[src/rtl/chip.sv]
`default_nettype none
// ============================================================================
//  Module      : chip
//  Description : GMII Ethernet board demo top. Releases the PHY after a fixed
//                delay, prints a boot banner on a UART pin and periodically
//                transmits a fixed ARP request frame with a running CRC-32.
//  Revision    : 1.0 - initial release
// ============================================================================
module chip #(
    parameter int DMA_RX_INTERVAL  = 125000000,
    parameter int UART_BAUD        = 271,
    parameter int PHY_RESET_CYCLES = 1024
) (
    input  logic       FCLKIN_P,
    input  logic       FCLKIN_N,
    input  logic       FPGA_RESET,
    output logic [3:0] F_LED,
    output logic       PHY_RESET,
    output logic       PHY_TXC_GTXCLK,
    input  logic       PHY_TXCLK,
    output logic [7:0] PHY_TXD,
    output logic       PHY_TXCTL_TXEN,
    output logic       PHY_TXER
);

    localparam int c_BIT_CYCLES = 4 * UART_BAUD;
    localparam int c_BAUD_W     = $clog2(c_BIT_CYCLES);
    localparam int c_PHY_W      = $clog2(PHY_RESET_CYCLES + 1);
    localparam int c_DMA_W      = $clog2(DMA_RX_INTERVAL);

    // Frame is 8 header bytes, 60 bytes of payload+pad, 4 FCS bytes.
    localparam logic [6:0] c_CRC_FIRST = 7'd8;
    localparam logic [6:0] c_FCS_FIRST = 7'd68;
    localparam logic [6:0] c_FRAME_END = 7'd72;
    localparam logic [3:0] c_GAP_LAST  = 4'd11;

    localparam logic [1:0] c_S_IDLE = 2'd0;
    localparam logic [1:0] c_S_SEND = 2'd1;
    localparam logic [1:0] c_S_GAP  = 2'd2;

    // Boot banner "chip ok\r\n".
    function automatic logic [7:0] f_banner(input logic [3:0] idx);
        logic [7:0] b;
        b = 8'h0A;
        case (idx)
            4'd0:    b = 8'h63;
            4'd1:    b = 8'h68;
            4'd2:    b = 8'h69;
            4'd3:    b = 8'h70;
            4'd4:    b = 8'h20;
            4'd5:    b = 8'h6F;
            4'd6:    b = 8'h6B;
            4'd7:    b = 8'h0D;
            default: b = 8'h0A;
        endcase
        return b;
    endfunction

    // Fixed frame image up to the FCS; zero bytes fall to the default arm.
    function automatic logic [7:0] f_frame_byte(input logic [6:0] idx);
        logic [7:0] b;
        b = 8'h00;
        case (idx) inside
            [7'd0:7'd6]:   b = 8'h55;
            7'd7:          b = 8'hD5;
            [7'd8:7'd13]:  b = 8'hFF;
            7'd15, 7'd31:  b = 8'hE0;
            7'd16, 7'd32:  b = 8'h4C;
            7'd17, 7'd33:  b = 8'h68;
            7'd18, 7'd34:  b = 8'hA1;
            7'd19, 7'd35:  b = 8'hBD;
            7'd20, 7'd24:  b = 8'h08;
            7'd21, 7'd26:  b = 8'h06;
            7'd23, 7'd29:  b = 8'h01;
            7'd27:         b = 8'h04;
            7'd36, 7'd46:  b = 8'hC0;
            7'd37, 7'd47:  b = 8'hA8;
            7'd38, 7'd48:  b = 8'h01;
            7'd39:         b = 8'h81;
            7'd49:         b = 8'h0A;
            default:       b = 8'h00;
        endcase
        return b;
    endfunction

    // Reflected CRC-32 (poly 0x04C11DB7) advanced by one byte, LSB first.
    function automatic logic [31:0] f_crc_byte(input logic [31:0] crc_in, input logic [7:0] data);
        logic [31:0] c;
        c = crc_in ^ {24'h000000, data};
        for (int i = 0; i < 8; i++) begin
            c = c[0] ? ((c >> 1) ^ 32'hEDB88320) : (c >> 1);
        end
        return c;
    endfunction

    logic                clk;
    logic                rst_n;
    logic                w_unused;
    logic [1:0]          r_rst_sync;
    logic [26:0]         r_hb_cnt;
    logic [c_PHY_W-1:0]  r_phy_cnt;
    logic                r_phy_ready;
    logic                w_phy_set;
    logic [9:0]          r_uart_shift;
    logic [c_BAUD_W-1:0] r_baud_cnt;
    logic [3:0]          r_bit_cnt;
    logic [3:0]          r_byte_idx;
    logic                r_uart_active;
    logic [c_DMA_W-1:0]  r_tick_cnt;
    logic                w_tick;
    logic [1:0]          r_state;
    logic [1:0]          w_state_next;
    logic [6:0]          r_idx;
    logic [3:0]          r_gap_cnt;
    logic [31:0]         r_crc;
    logic [7:0]          w_tx_byte;
    logic [7:0]          r_txd;
    logic                r_txen;
    logic                r_frame_led;

    // Differential input buffer: P high with N low is the clock high phase.
    assign clk            = FCLKIN_P & ~FCLKIN_N;
    assign PHY_TXC_GTXCLK = clk;
    assign w_unused       = PHY_TXCLK;

    // Reset assertion is immediate; release is delayed by two clk flops.
    always_ff @(posedge clk or negedge FPGA_RESET) begin
        if (!FPGA_RESET) r_rst_sync <= 2'b00;
        else             r_rst_sync <= {r_rst_sync[0], 1'b1};
    end
    assign rst_n = r_rst_sync[1];

    // Free-running heartbeat counter.
    always_ff @(posedge clk or negedge rst_n) begin
        if (!rst_n) r_hb_cnt <= '0;
        else        r_hb_cnt <= r_hb_cnt + 27'd1;
    end

    // PHY release: count out the hold time, then latch ready until next reset.
    assign w_phy_set = !r_phy_ready && (r_phy_cnt == c_PHY_W'(PHY_RESET_CYCLES - 1));
    always_ff @(posedge clk or negedge rst_n) begin
        if (!rst_n) begin
            r_phy_cnt   <= '0;
            r_phy_ready <= 1'b0;
        end else if (!r_phy_ready) begin
            r_phy_cnt <= r_phy_cnt + c_PHY_W'(1);
            if (w_phy_set) r_phy_ready <= 1'b1;
        end
    end

    // UART banner: 10-bit {stop, data, start} frames shifted out LSB first.
    always_ff @(posedge clk or negedge rst_n) begin
        if (!rst_n) begin
            r_uart_shift  <= 10'h3FF;
            r_baud_cnt    <= '0;
            r_bit_cnt     <= '0;
            r_byte_idx    <= '0;
            r_uart_active <= 1'b0;
        end else if (w_phy_set) begin
            r_uart_active <= 1'b1;
            r_uart_shift  <= {1'b1, f_banner(4'd0), 1'b0};
            r_baud_cnt    <= '0;
            r_bit_cnt     <= '0;
            r_byte_idx    <= '0;
        end else if (r_uart_active) begin
            if (r_baud_cnt == c_BAUD_W'(c_BIT_CYCLES - 1)) begin
                r_baud_cnt <= '0;
                if (r_bit_cnt == 4'd9) begin
                    r_bit_cnt <= '0;
                    if (r_byte_idx == 4'd8) begin
                        r_uart_active <= 1'b0;
                        r_uart_shift  <= 10'h3FF;
                    end else begin
                        r_byte_idx   <= r_byte_idx + 4'd1;
                        r_uart_shift <= {1'b1, f_banner(r_byte_idx + 4'd1), 1'b0};
                    end
                end else begin
                    r_bit_cnt    <= r_bit_cnt + 4'd1;
                    r_uart_shift <= {1'b1, r_uart_shift[9:1]};
                end
            end else begin
                r_baud_cnt <= r_baud_cnt + c_BAUD_W'(1);
            end
        end
    end

    // Frame timer: wraps every DMA_RX_INTERVAL cycles once the PHY is up.
    assign w_tick = r_phy_ready && (r_tick_cnt == c_DMA_W'(DMA_RX_INTERVAL - 1));
    always_ff @(posedge clk or negedge rst_n) begin
        if (!rst_n)           r_tick_cnt <= '0;
        else if (r_phy_ready) r_tick_cnt <= w_tick ? '0 : r_tick_cnt + c_DMA_W'(1);
    end

    // Transmit state register.
    always_ff @(posedge clk or negedge rst_n) begin
        if (!rst_n) r_state <= c_S_IDLE;
        else        r_state <= w_state_next;
    end

    // Next state: ticks are only honoured in IDLE, so busy-time ticks are dropped.
    always_comb begin
        w_state_next = r_state;
        case (r_state)
            c_S_IDLE: if (w_tick) w_state_next = c_S_SEND;
            c_S_SEND: if (r_idx == c_FRAME_END) w_state_next = c_S_GAP;
            c_S_GAP:  if (r_gap_cnt == c_GAP_LAST) w_state_next = c_S_IDLE;
            default:  w_state_next = c_S_IDLE;
        endcase
    end

    // Byte to drive at r_idx: fixed image, or complemented CRC LSB first.
    always_comb begin
        w_tx_byte = f_frame_byte(r_idx);
        if (r_idx >= c_FCS_FIRST) begin
            case (r_idx[1:0])
                2'd0:    w_tx_byte = ~r_crc[7:0];
                2'd1:    w_tx_byte = ~r_crc[15:8];
                2'd2:    w_tx_byte = ~r_crc[23:16];
                default: w_tx_byte = ~r_crc[31:24];
            endcase
        end
    end

    // GMII datapath: registered TXD/TXEN, CRC accumulated over bytes 8..67.
    always_ff @(posedge clk or negedge rst_n) begin
        if (!rst_n) begin
            r_idx       <= '0;
            r_gap_cnt   <= '0;
            r_crc       <= 32'hFFFFFFFF;
            r_txd       <= 8'h00;
            r_txen      <= 1'b0;
            r_frame_led <= 1'b0;
        end else begin
            case (r_state)
                c_S_IDLE: begin
                    r_txd  <= 8'h00;
                    r_txen <= 1'b0;
                    if (w_tick) begin
                        r_txd       <= 8'h55;
                        r_txen      <= 1'b1;
                        r_idx       <= 7'd1;
                        r_crc       <= 32'hFFFFFFFF;
                        r_frame_led <= ~r_frame_led;
                    end
                end
                c_S_SEND: begin
                    if (r_idx == c_FRAME_END) begin
                        r_txd     <= 8'h00;
                        r_txen    <= 1'b0;
                        r_gap_cnt <= '0;
                    end else begin
                        r_txd  <= w_tx_byte;
                        r_txen <= 1'b1;
                        r_idx  <= r_idx + 7'd1;
                        if (r_idx >= c_CRC_FIRST && r_idx < c_FCS_FIRST)
                            r_crc <= f_crc_byte(r_crc, w_tx_byte);
                    end
                end
                default: begin
                    r_txd     <= 8'h00;
                    r_txen    <= 1'b0;
                    r_gap_cnt <= r_gap_cnt + 4'd1;
                end
            endcase
        end
    end

    assign F_LED          = {r_uart_shift[0], r_frame_led, r_phy_ready, r_hb_cnt[26]};
    assign PHY_RESET      = r_phy_ready;
    assign PHY_TXD        = r_txd;
    assign PHY_TXCTL_TXEN = r_txen;
    assign PHY_TXER       = 1'b0;

endmodule
`default_nettype wire

[config.mk]
export PLATFORM = sky130hd
export DESIGN_NAME = chip
export DESIGN_NICKNAME = d
export VERILOG_FILES = /design/src/rtl/chip.sv
export SDC_FILE = /design/constraint.sdc
export NUM_CORES = 1
export LEC_CHECK = 0
export BUFFER_PORTS_ARGS = -buffer_cell sky130_fd_sc_hd__buf_4
export CORE_UTILIZATION = 55
export DETAILED_ROUTE_END_ITERATION = 16
export PLACE_DENSITY_LB_ADDON = 0.12
export SLEW_MARGIN = 30
export SYNTH_ARGS = -nofsm -noshare
export SYNTH_HDL_FRONTEND = slang
export SYNTH_SLANG_ARGS = --single-unit
[constraint.sdc]
create_clock -name vclk -period 8.3
set_input_delay 1.66 -clock vclk [all_inputs]
set_output_delay 1.66 -clock vclk [all_outputs]
set_load 0.05 [all_outputs]
==> results.sh, run 1 <==
export IMPL_status="complete, no violations"
export IMPL_drt_initial_drc_count=474
export IMPL_diodes=0
export IMPL_finalHoldViolations=0
export IMPL_slew_headroom=0.4398
export IMPL_layout_setup_ws_ps=3869
export IMPL_drt_pre_antenna_iters=5
export IMPL_cts_resized=0
export IMPL_antenna_left=0
export IMPL_yosysUniqueCellTypes=68
export IMPL_num_rows=44
export IMPL_synth_seq_cells=152
export IMPL_synth_ff_type="dfrtp_1"
export IMPL_synth_area_mm2=0.008472
export IMPL_fin_cells=1022
export IMPL_vdd_drop_max_v=0.00001199
export IMPL_io_pin_count=20
export IMPL_maxCapViolCount=0
export IMPL_holdPathStages=4
export IMPL_syn_num_nets=873
export IMPL_untimed_endpoints=165
export IMPL_die_w_um=126.1
export IMPL_io_buffers=18
export IMPL_synth_cells=856
export IMPL_pwr_density_cell_mw_per_mm2=6.842
export IMPL_unclocked_regs=152
export IMPL_wl_mm=16.26
export IMPL_die_area_mm2=0.01590
export IMPL_critPathCaptureType="output port"
export IMPL_leakagePower_nw=3.784
export IMPL_grt_usage=0.2067
export IMPL_hold_class="in2out"
export IMPL_power_w=0.00005983
export IMPL_cpPeakStageDelay_ps=540
export IMPL_grt_max_degree=80
export IMPL_min_from="FCLKIN_N"
export IMPL_drive_gt1_frac=0.1158
export IMPL_critPathKind="in2out"
export IMPL_globalplace_congestion=0.9231
export IMPL_tightest_slew_ps=840.3
export IMPL_core_area_mm2=0.01475
export IMPL_die_y_um=126.1
export IMPL_path_max_fanout=78
export IMPL_antenna_found_initial=0
export IMPL_crit_chain="buf_4, nor2b_4, buf_4, buf_4"
export IMPL_grt_pass1_wl_mm=27.94
export IMPL_crit_path_start_kind="input port"
export IMPL_async_flop_share=1.000
export IMPL_hpwlAfterDp_mm=11.59
export IMPL_ys_warn_count=0
export IMPL_vias_per_cell=5.854
export IMPL_finalSetupViolations=0
export IMPL_synthToLayoutAreaGrowth_pct=3.220
export IMPL_period_share=0.5339
export IMPL_overflow=0
export IMPL_cts_setup_buffers=0
export IMPL_syn_avg_cell_area_um2=9.897
export IMPL_cp_common_cell="buf_4"
export IMPL_slew_viol_final=0
export IMPL_final_setup_tns_ps=0
export IMPL_whs_endpoint="PHY_TXC_GTXCLK"
export IMPL_drc=0
export IMPL_cp_required_ps=6640
export IMPL_period_minus_slack_ps=4431
export IMPL_dp_slack_ps=3866
export IMPL_routedWlPerCell_um=15.91
export IMPL_start_util=0.5742
export IMPL_vias=5983
export IMPL_synth_edf_count=0
export IMPL_ys_seq_area_frac=0.4550
export IMPL_slowest_stage="buf_4"
export IMPL_post_place_cells=1021
export IMPL_arrival_ps=2770
export IMPL_postCtsHoldBufs=0
export IMPL_nets=857
export IMPL_fmax_mhz=225.7
export IMPL_nFillCells=1268
export IMPL_rsz0062_at_grt="false"
export IMPL_grt_pass1_vias=5806
-- state kept, by name, summed over array words and instances, names as in the netlist, 4 cells and up --
signal and count:
r_crc 32, r_hb_cnt 27, r_tick_cnt 27, r_baud_cnt 11, r_phy_cnt 11, r_uart_shift 9
PHY_TXD 8, r_idx 7, r_bit_cnt 4, r_byte_idx 4, r_gap_cnt 4
-- layer usage --
layer,up-vias,global-route usage,wire length (µm)
met3,8,0.003823,355
met5,-,0,0
met4,0,0.01630,81
met2,99,0.3578,7803
met1,2969,0.3045,8015
li1,2907,-,-
-- worst max-delay path, delay by kind of cell --
family / cells / cell delay, ps
simple gates: 1 / 90
buf+inv: 3 / 980
-- final cells by class --
cell class / count / area (µm²) / share of cell area
timing repair buffer: 24 / 203.9 / 0.02332
inverter: 17 / 63.81 / 0.007297
tap: 184 / 230.2 / 0.02633
multi-input combinational: 645 / 4388 / 0.5018
sequential: 152 / 3859 / 0.4413
-- worst max path at each step --
stage          startpoint        endpoint  slack, ps  depth (start not counted)
2_1_floorplan    FCLKIN_N  PHY_TXC_GTXCLK        610                          1
3_3_place_gp     FCLKIN_N  PHY_TXC_GTXCLK       3880                          4
3_5_place_dp     FCLKIN_N  PHY_TXC_GTXCLK       3870                          4
4_1_cts          FCLKIN_N  PHY_TXC_GTXCLK       3850                          4
5_1_grt          FCLKIN_N  PHY_TXC_GTXCLK       3780                          4
6_report         FCLKIN_N  PHY_TXC_GTXCLK       3870                          4
-- cell usage in the layout (no fill, tap or decap), types with 4 or more instances in the layout --
cell / synthesis / layout
and3_1: 11 / 11
nand3b_1: 5 / 5
buf_4: 6 / 22
and4_1: 5 / 5
and3b_1: 6 / 6
nand4_1: 23 / 23
xor2_2: 4 / 4
xor2_1: 53 / 53
nor3_1: 39 / 37
o41ai_1: 4 / 4
nand3_1: 43 / 43
o21ai_0: 22 / 22
dfstp_2: 41 / 41
o221ai_1: 5 / 5
nand2_1: 73 / 73
dfrtp_1: 111 / 110
a211oi_1: 6 / 6
a21oi_1: 49 / 49
inv_1: 17 / 17
mux2i_1: 4 / 4
xnor2_1: 85 / 85
or3_1: 4 / 4
ha_1: 13 / 13
nor4_1: 6 / 5
nor2_1: 81 / 81
nor2b_1: 25 / 24
nand2b_1: 9 / 9
-- synthesized netlist by cell type (4+ instances only) --
| master | count | area share |
|---|---|---|
| a211oi_1 | 6 | 0.0053 |
| a21oi_1 | 49 | 0.029 |
| and2_1 | 4 | 0.0030 |
| and3_1 | 11 | 0.0081 |
| and3b_1 | 6 | 0.0062 |
| and4_1 | 5 | 0.0052 |
| buf_2 | 7 | 0.0041 |
| buf_4 | 6 | 0.0053 |
| clkbuf_1 | 28 | 0.012 |
| dfrtp_1 | 111 | 0.33 |
| dfstp_2 | 41 | 0.13 |
| ha_1 | 13 | 0.019 |
| inv_1 | 17 | 0.0075 |
| mux2i_1 | 4 | 0.0047 |
| nand2_1 | 73 | 0.032 |
| nand2b_1 | 9 | 0.0066 |
| nand3_1 | 43 | 0.025 |
| nand3b_1 | 5 | 0.0044 |
| nand4_1 | 23 | 0.017 |
| nor2_1 | 81 | 0.036 |
| nor2b_1 | 25 | 0.018 |
| nor3_1 | 39 | 0.023 |
| nor4_1 | 6 | 0.0044 |
| o21ai_0 | 22 | 0.013 |
| o221ai_1 | 5 | 0.0052 |
| o41ai_1 | 4 | 0.0041 |
| or3_1 | 4 | 0.0030 |
| xnor2_1 | 85 | 0.088 |
| xor2_1 | 53 | 0.055 |
| xor2_2 | 4 | 0.0077 |
-- logic make-up (layout without fill, tap and decap cells) --
| kind of cell | after synthesis | in the layout | synth area share |
|---|---|---|---|
| AO/OA/AOI/OAI | 120 | 120 | 0.09718 |
| adder cells (fa/ha/maj) | 16 | 16 | 0.02274 |
| other | 2 | 2 | 0.0008865 |
| flip-flops | 152 | 152 | 0.4550 |
| XOR/XNOR | 152 | 152 | 0.1775 |
| buffers and inverters | 59 | 41 | 0.03072 |
| multiplexers | 7 | 7 | 0.008714 |
| AND/OR/NAND/NOR | 348 | 348 | 0.2072 |
-- per-stage QoR --
step | hold WS [ps] | util | area (µm²)
6_report | 4096 | 0.5927 | 8745
5_1_grt | 4142 | 0.5927 | 8745
4_1_cts | 4096 | 0.5906 | 8713
3_5_place_dp | 4090 | 0.5906 | 8713
3_3_place_gp | 4081 | 0.5901 | 8706
2_1_floorplan | 4305 | - | 8472
-- where the power goes --
| part | internal, W | switching, W | total (W) |
|---|---|---|---|
| combinational | 0.00000307 | 0.0000178 | 0.0000208 |
| clock | 0 | 0 | 0 |
| sequential | 0.0000378 | 0.00000114 | 0.0000390 |
No activity file was read; power rests on OpenSTA's default activity.
==> run 2, diff against run 1 <==
- clock period: 8.3 -> 4 ns (I/O delays scaled with it)
==> run 2 against run 1 <==
  * Global-route usage is 0.78 points higher
  * Routed wire length is 2.0% higher
  * Sequential share of layout area stayed put
  * Largest cell class unchanged
  * Setup slack worse by 2000 ps
  * Cell count stayed put
  * First-iteration DRC count is 24% lower
==> results.sh, run 2 (synthesis results as in run 1) <==
export IMPL_io_pin_count=20
export IMPL_intPower_w=0.00008473
export IMPL_start_util=0.5742
export IMPL_finalHoldViolations=0
export IMPL_io_buffers=18
export IMPL_mostFrequentLayoutCell="dfrtp_1"
export IMPL_synthToLayoutAreaGrowth_pct=3.220
export IMPL_whs_endpoint="PHY_TXC_GTXCLK"
export IMPL_period_share=0.5372
export IMPL_die_area_mm2=0.01590
export IMPL_fmax_mhz=465.4
export IMPL_drive_gt1_frac=0.1158
export IMPL_regMostFlops="r_crc"
export IMPL_vias=5950
export IMPL_overflow=0
export IMPL_grt_pass1_wl_mm=28.66
export IMPL_status="complete, no violations"
export IMPL_p_sw_w=0.00003965
export IMPL_slew_headroom=0.4443
export IMPL_drt_pre_antenna_iters=4
export IMPL_hpwlAfterDp_mm=12.00
export IMPL_crit_path_start_kind="input port"
export IMPL_rsz0062_at_grt="false"
export IMPL_multiInputGateArea_mm2=0.004388
export IMPL_grt_max_degree=91
export IMPL_core_area_mm2=0.01475
export IMPL_dp_slack_ps=1819
export IMPL_pwr_density_cell_mw_per_mm2=14.22
export IMPL_drt_initial_drc_count=358
export IMPL_seq_power_share=0.655
export IMPL_postCtsHoldBufs=0
export IMPL_hold_class="in2out"
export IMPL_min_from="FCLKIN_N"
export IMPL_clockPowerShare=0
export IMPL_tightest_slew_ps=833.6
export IMPL_drc=0
export IMPL_vdd_drop_max_v=0.00002493
export IMPL_wl_mm=16.58
export IMPL_die_w_um=126.1
export IMPL_die_y_um=126.1
export IMPL_leakagePower_nw=3.784
export IMPL_nets=857
export IMPL_unclocked_regs=152
export IMPL_antenna_left=0
export IMPL_layout_setup_ws_ps=1851
export IMPL_p_sw_frac=0.3188
export IMPL_globalplace_congestion=0.9112
export IMPL_power_frac_comb=0.345
export IMPL_cts_resized=0
export IMPL_num_rows=44
export IMPL_nFillCells=1277
export IMPL_holdWs_ps=1944
export IMPL_largest_reg_flops=32
export IMPL_grt_pass1_vias=5774
export IMPL_untimed_endpoints=165
export IMPL_regArea_mm2=0.003859
export IMPL_top_regs="r_crc (32), r_hb_cnt (27), r_tick_cnt (27)"
export IMPL_slew_viol_final=0
export IMPL_antenna_found_initial=0
export IMPL_arrival_ps=1350
export IMPL_critPathCaptureType="output port"
export IMPL_cp_required_ps=3200
export IMPL_vias_per_cell=5.822
export IMPL_finalSetupViolations=0
export IMPL_period_minus_slack_ps=2149
export IMPL_grt_usage=0.2145
export IMPL_path_max_fanout=2
export IMPL_routedWlPerCell_um=16.22
export IMPL_maxCapViolCount=0
export IMPL_cts_setup_buffers=0
export IMPL_diodes=0
export IMPL_holdPathStages=3
export IMPL_final_setup_tns_ps=0
export IMPL_layout_common_cells="dfrtp_1 (110), xnor2_1 (85), nor2_1 (81)"
export IMPL_critPathKind="in2out"
export IMPL_power_w=0.0001244
-- run 2: cell counts in the layout (fill, tap and decap cells not counted) --
No cell type changed its count.
-- run 2: metrics by stage --
stage,cell area (µm²),instances,util
3_3_place_gp,8706,1021,0.5901
2_1_floorplan,8479,856,-
4_1_cts,8706,1021,0.5901
5_1_grt,8745,1022,0.5927
6_report,8745,1022,0.5927
3_5_place_dp,8706,1021,0.5901
-- run 2: routing by layer --
| layer | GRT usage | vias up | part of all wire |
|---|---|---|---|
| met2 | 0.3728 | 79 | 0.49 |
| met3 | 0.004673 | 6 | 0.023 |
| met4 | 0.01347 | 0 | 0.0036 |
| li1 | - | 2889 | - |
| met1 | 0.3157 | 2976 | 0.49 |
| met5 | 0 | - | 0 |
-- run 2: final cells by class --
cell class / instances / area share
Inverter: 17 / 0.007297
Multi-Input combinational cell: 645 / 0.5018
Sequential cell: 152 / 0.4413
Tap cell: 184 / 0.02633
Timing Repair Buffer: 24 / 0.02332
-- run 2: how the worst max path moves through the flow --
stage	start	slack, ps	to
2_1_floorplan	FCLKIN_P	910	PHY_TXC_GTXCLK
3_3_place_gp	FCLKIN_N	1820	PHY_TXC_GTXCLK
3_5_place_dp	FCLKIN_N	1820	PHY_TXC_GTXCLK
4_1_cts	FCLKIN_N	1820	PHY_TXC_GTXCLK
5_1_grt	FCLKIN_N	1820	PHY_TXC_GTXCLK
6_report	FCLKIN_N	1850	PHY_TXC_GTXCLK
-- run 2: power groups by stage --
| stage | clock network (W) | registers (W) | logic, W |
|---|---|---|---|
| finish | 0 | 0.0000815 | 0.0000429 |
| global route | 0 | 0.0000822 | 0.0000499 |
| CTS | 0 | 0.0000850 | 0.0000396 |
| detailed placement | 0 | 0.0000850 | 0.0000393 |
| global placement | 0 | 0.0000846 | 0.0000379 |
| floorplan | 0 | 0.0000880 | 0.0000172 |
-- run 2: worst max-delay path, stage by stage --
cell     delay (ps)
buf_4           120
nor2b_4         190
buf_4           230
